`config.mk`:
```
export PLATFORM = sky130hd
export DESIGN_NAME = rotate_sequencer
export DESIGN_NICKNAME = d
export VERILOG_FILES = /design/src/rtl/rotate_sequencer.sv
export SDC_FILE = /design/constraint.sdc
export NUM_CORES = 1
export LEC_CHECK = 0
export ABC_AREA = 1
export CAP_MARGIN = 15
export CORE_UTILIZATION = 55
export CTS_BUF_LIST = sky130_fd_sc_hd__clkbuf_16
export DETAILED_ROUTE_END_ITERATION = 8
export DONT_BUFFER_PORTS = 1
export GPL_ROUTABILITY_DRIVEN = 0
export HOLD_SLACK_MARGIN = 0.03
export PLACE_DENSITY = 0.72
export REMOVE_ABC_BUFFERS = 1
export SYNTH_ARGS = -nofsm -noshare
export SYNTH_HDL_FRONTEND = slang
export SYNTH_SLANG_ARGS = --single-unit
```
`constraint.sdc`:
```
create_clock -name clk -period 1.3 [get_ports clk]
set_input_delay 0.065 -clock clk [delete_from_list [all_inputs] [get_ports clk]]
set_output_delay 0.065 -clock clk [all_outputs]
set_load 0.01 [all_outputs]
```
`src/rtl/rotate_sequencer.sv`:
```
// Drives an external 8-bit rotating shift register to rotate one byte right by N (in_rot, 0 = 8).
// Latency N+2 cycles from accept to out_valid; one transaction at a time; ROTATE_SEQ_PARITY_EN adds out_parity.
module rotate_sequencer (
   input  logic       clk,
   input  logic       rst,
   input  logic [7:0] in_data,
   input  logic [2:0] in_rot,
   input  logic       in_valid,
   output logic       in_ready,
   output logic [7:0] sr_d0,
   output logic       sr_shift,
   input  logic [7:0] sr_q,
   output logic [7:0] out_data,
   output logic       out_valid,
   input  logic       out_ready
`ifdef ROTATE_SEQ_PARITY_EN
   ,
   output logic       out_parity
`endif
);

   typedef enum logic [1:0] {IDLE, LOAD, ROT, HOLD} state_t;

   state_t     state;
   logic [3:0] cnt;
   logic [7:0] byte_q;
   logic       pass_sel;

   // pass_sel makes the register reload its own value (hold) in IDLE and HOLD
   assign sr_d0    = pass_sel ? sr_q : byte_q;
   assign out_data = sr_q;

`ifdef ROTATE_SEQ_PARITY_EN
   assign out_parity = out_valid & (^sr_q);
`endif

   always_ff @(posedge clk or negedge rst) begin
      if (!rst) begin
         state     <= IDLE;
         cnt       <= 4'd0;
         byte_q    <= 8'h00;
         in_ready  <= 1'b0;
         out_valid <= 1'b0;
         sr_shift  <= 1'b0;
         pass_sel  <= 1'b0;
      end else begin
         case (state)
            IDLE: begin
               in_ready <= 1'b1;
               pass_sel <= 1'b1;
               // in_ready is low for the first cycle after reset, so gate the accept on it
               if (in_valid && in_ready) begin
                  byte_q   <= in_data;
                  cnt      <= (in_rot == 3'd0) ? 4'd8 : {1'b0, in_rot};
                  in_ready <= 1'b0;
                  pass_sel <= 1'b0;
                  state    <= LOAD;
               end
            end
            LOAD: begin
               sr_shift <= 1'b1;
               state    <= ROT;
            end
            ROT: begin
               cnt <= cnt - 4'd1;
               if (cnt == 4'd1) begin
                  sr_shift  <= 1'b0;
                  out_valid <= 1'b1;
                  pass_sel  <= 1'b1;
                  state     <= HOLD;
               end
            end
            HOLD: begin
               if (out_ready) begin
                  out_valid <= 1'b0;
                  in_ready  <= 1'b1;
                  state     <= IDLE;
               end
            end
         endcase
      end
   end

endmodule

```
; ---- After elaboration in Yosys (flattened, before gate mapping)
; Cells that the tools add are included.
[word_totals]
reg_bits = 18
inputBits = 23
elab_cells = 46
[classes]
add_sub_neg = 1
n_eq_ne = 7
muxes = 17
n_reduce_logical = 14
[op_table]
columns = operator, count
row1 = 2-bit AND reduction, 5
row2 = 4-bit 2-to-1 mux, 2
row3 = 8-bit 2-to-1 mux, 1
row4 = 1-bit one-hot mux with 2 select lines, 4
row5 = 2-bit one-hot mux with 4 select lines, 1
row6 = 4-bit one-hot mux with 2 select lines, 1
row7 = 2-bit nonzero test, 4
row8 = 2-bit 2-to-1 mux, 3
row9 = 2-bit != test (second input constant), 3
row10 = 3-bit AND reduction, 2
row11 = 1-bit 2-to-1 mux, 5
row12 = 2-bit equality test (second input constant), 2
row13 = 4-bit by 1-bit equality test with 1-bit output (second input constant), 1
row14 = 4-bit by 1-bit subtractor with 4-bit output (second input constant), 1
row15 = 3-bit zero test, 1
row16 = 2-bit by 1-bit equality test with 1-bit output (second input constant), 1
row17 = 2-bit zero test, 1
row18 = 1-bit logical AND, 1

; ---- Depth between registers and ports, before layout
[logic_depth]
word_depth = 4
mapped_depth = 9
depth_no_buf = 8

; ---- Least setup slack after synthesis
; OpenSTA, ideal clock, no wires.
[synth_path]
path_kind = register to register
from = reg state[0]
to = reg cnt[3]
setup_time_ns = 0.120
arrival_ns = 1.116
required_ns = 1.180
setup_slack_ns = 0.065
path_stages_with_launch = 10
path_buffers = 1
period_less_slack_ns = 1.235
path_cell_list = dfrtp_1 -> inv_1 -> ha_1 -> buf_6 -> inv_4 -> nand2_2 -> nand2_4 -> inv_4 -> nor2_1 -> a21oi_2
[synth_between]
elab_chain_len = 3
elab_cells_between_ends = 6
classes_between = eq/ne (2) / mux (1) / reduce/logical (3)
[synth_lines]
columns = item, line_no
row1 = from (decl), 24  ; state_t state;
row2 = from (signal assigned), 39  ; state <= IDLE;
row3 = from (signal assigned), 57  ; state <= LOAD;
row4 = from (signal assigned), 62  ; state <= ROT;
row5 = 2-bit zero test or 2-bit equality test (tied branches), 47  ; case (state)
row6 = 2-bit != test (no source line) or 2-bit nonzero test (tied branches), --
row7 = 2-bit AND reduction (no source line), --
row8 = to (signal assigned), 54  ; cnt <= (in_rot == 3'd0) ? 4'd8 : {1'b0, in_rot};
row9 = to (signal assigned), 65  ; cnt <= cnt - 4'd1;
row10 = to (decl), 25  ; logic [3:0] cnt;
; Several ways; a longest one is shown, not always the timed one.
; A chain may end at the register's enable or synchronous reset.

; ---- Final worst setup path
[layout_path]
from = reg state[0]
to = reg in_ready
[layout_between]
elab_chain_len = 3
elab_cells_between_ends = 6
classes_between = eq/ne (2) / mux (1) / reduce/logical (3)
[layout_lines]
columns = item, line_no
row1 = 2-bit equality test or 2-bit zero test (tied branches), 47
row2 = 2-bit != test (no source line) or 2-bit nonzero test (tied branches), --
row3 = 2-bit AND reduction (no source line), --
row4 = to (signal assigned), 42  ; in_ready <= 1'b0;
row5 = to (signal assigned), 49  ; in_ready <= 1'b1;
row6 = to (signal assigned), 55  ; in_ready <= 1'b0;
row7 = to (decl), 9  ; output logic in_ready,
; Several ways; a longest one is shown, not always the timed one.

==> results.cfg <==
[run_status]
outcome = completed

[floorplanning]
pin_count = 42
core_area_um2 = 1960
die-area_um2 = 2250
die_h_um = 47.5
fp.dieW_um = 47.5
start_util = 0.580
row_count = 16

[timing]
finalMaxSlewViolations = 0
timing.final.crit_share = 0.948
relSlewSlack = 0.444
setup_viol = 0
period_minus_slack_ns = 1.23
report.final.hold_viol_count = 0
worst_pin_slew_ns = 0.831
fmax_mhz = 811
tns_ns = 0
skew_ns = 0.00219
rsz0062_at_grt = false

[critical_path]
critPathArrivalTime_ns = 1.37
crit_slowest_cell = dfrtp_1
slowest_delay_ns = 0.39
cp_common_cell = buf_4
path_cells = buf_4 -> ha_2 -> buf_4 -> inv_1 -> nand2_1 -> a22o_1
start_kind = flip-flop
crit_type = reg2reg
path_max_fanout = 2
end_kind = flip-flop
crit_required_ns = 1.43

[detailed_routing]
drt-pass1-iter-count = 4
via_per_inst = 5.11
drc = 0
drt_iter0_markers = 12
via_count = 909
drt-total-wl_um = 2310
wl_per_cell_um = 13.0
antenna_left = 0

[clock_network]
cts_buffers = 3
cts_tree = yes
cts_max_path_buffers = 2
cts.sinks = 18
h-tree-depth = 1
cts_setup_buffers = 0
root_buffer = clkbuf_16
path_clk_slew_ns = 0.05
clk-insertion-delay-late_ns = 0.25

[synth]
yosysUniqueCellTypes = 21
syn_avg_cell_area_um2 = 7.95
ys_seq_area_frac = 0.396
synth_cells = 143
yosysWarnings = 0
ys_seq_elements = 18
syn-cell-area_um2 = 1140

[power]
power_density_nw_per_um2 = 2710
power.leakage_nw = 0.669
peakVddDrop_v = 0.00175
p_total_mw = 3.67

[global_routing]
grt_pass1_vias = 764
overflow = 0
grt_max_degree = 19
grt_pass1_wl_um = 3120
grt_usage = 0.208
antenna_found_initial = 0

[finish]
num_antenna_cells = 0
syn_to_final_growth_pct = 19.4
drive_gt1_frac = 0.265
post-route-util = 0.692
n_fill_cell = 151
finalNetCount = 180

[placement]
hpwl_um = 1620
portBuffers = 0

[hold_path]
hp-class = in2reg

[job]
drv_cap = 0
## final timing paths
kind	startpoint	end	slack, ns	cells after the start
setup / recovery	state[0]	in_ready	0.07	6
min in group asynchronous	rst	byte_q[6]	0.36	1
setup reg to reg	state[0]	in_ready	0.07	6
hold / removal	in_rot[2]	cnt[2]	0.07	4
hold reg to reg	byte_q[5]	byte_q[5]	0.51	2
max in group asynchronous	rst	state[1]	0.37	1
## area by class of cell
type	count	area, um2	share of cell area
flip-flops and latches	18	453	0.334
inverters	23	91.3	0.0673
well taps	27	33.8	0.0249
clock buffers	3	75.1	0.0553
multi-input cells	91	551	0.406
repair buffers	15	150	0.111
clock inverters	1	3.75	0.00276
## per-stage QoR
stage | std cells | hold WS, ns | cell area, um2 | setup WS (ns)
3_5_place_dp | 164 | -0.230 | 1130 | -0.0799
4_1_cts | 178 | 0.0614 | 1340 | 0.00273
3_3_place_gp | 164 | -0.230 | 1130 | 0.0291
6_report | 178 | 0.0661 | 1360 | 0.0671
5_1_grt | 178 | 0.0950 | 1360 | 0.00816
2_1_floorplan | 132 | -0.231 | 1050 | -0.0421
## cell usage in the layout, fill, tap and decap left out, types with 3 or more instances in the layout
cell           Yosys  routed
a21oi_2            9       9
buf_4              8       4
clkbuf_16          0       3
dfrtp_1           18      16
dlygate4sd3_1      0      10
inv_1             20      18
nand2_1           32      30
nand2_2            5       7
nand3_1            4       4
nand4_1            3       3
nor2_1            12      10
nor2_2             2       3
o21ai_0            4       3
o21ai_1           10      11
## sequential cells by signal, indices dropped and copies added, names as in the netlist
| name | count |
|---|---|
| byte_q | 8 |
| cnt | 4 |
| in_ready | 1 |
| out_valid | 1 |
| pass_sel | 1 |
| sr_shift | 1 |
| state | 2 |
## synth_stat cells (all sizes together)
cell / count / share of area
nand3: 6 / 0.035
ha: 5 / 0.055
nor2: 14 / 0.051
dfrtp: 18 / 0.40
xnor2: 1 / 0.0077
inv: 22 / 0.077
nand2: 38 / 0.14
a21oi: 9 / 0.069
nand4: 3 / 0.017
a22o: 1 / 0.0077
buf: 11 / 0.077
o21ai: 14 / 0.062
clkinv: 1 / 0.0033
## critical path: cells and delay by family, from the launching register on
| family | cells | cell delay (ns) |
|---|---|---|
| DFF | 1 | 0.39 |
| AOI/OAI and AO/OA | 1 | 0.18 |
| buffers and inverters | 3 | 0.31 |
| and+or+nand+nor | 1 | 0.05 |
| adders and majority gates | 1 | 0.18 |
## power breakdown
| part | internal, mW | switching, mW |
|---|---|---|
| Combinational | 0.791 | 1.15 |
| Sequential | 0.853 | 0.271 |
| Clock | 0.409 | 0.205 |
## per-layer routing
metal | track usage | part of all wire | vias to the layer above
met5 | 0 | 0 | -
met4 | 0.177 | 0.028 | 0
met3 | 0.0415 | 0.073 | 6
met2 | 0.348 | 0.49 | 44
met1 | 0.225 | 0.41 | 406
li1 | - | - | 453
## logic make-up (layout without fill, tap and decap cells)
kind of cell	after synthesis	after routing	synth area share
AND/OR/NAND/NOR	61	61	0.245
adder cells (fa/ha/maj)	5	5	0.0550
flip-flops	18	18	0.396
buffers and inverters	34	42	0.157
AO/OA/AOI/OAI	24	24	0.139
XOR/XNOR	1	1	0.00770
## repair_timing
action                                 CTS  global route
endpoints found under the hold margin   27             0
hold buffers                            10             0
setup endpoints to repair                3            19
pin swaps                                0             2
resized for setup                        6             9
Power figures use the tool's default switching activity.
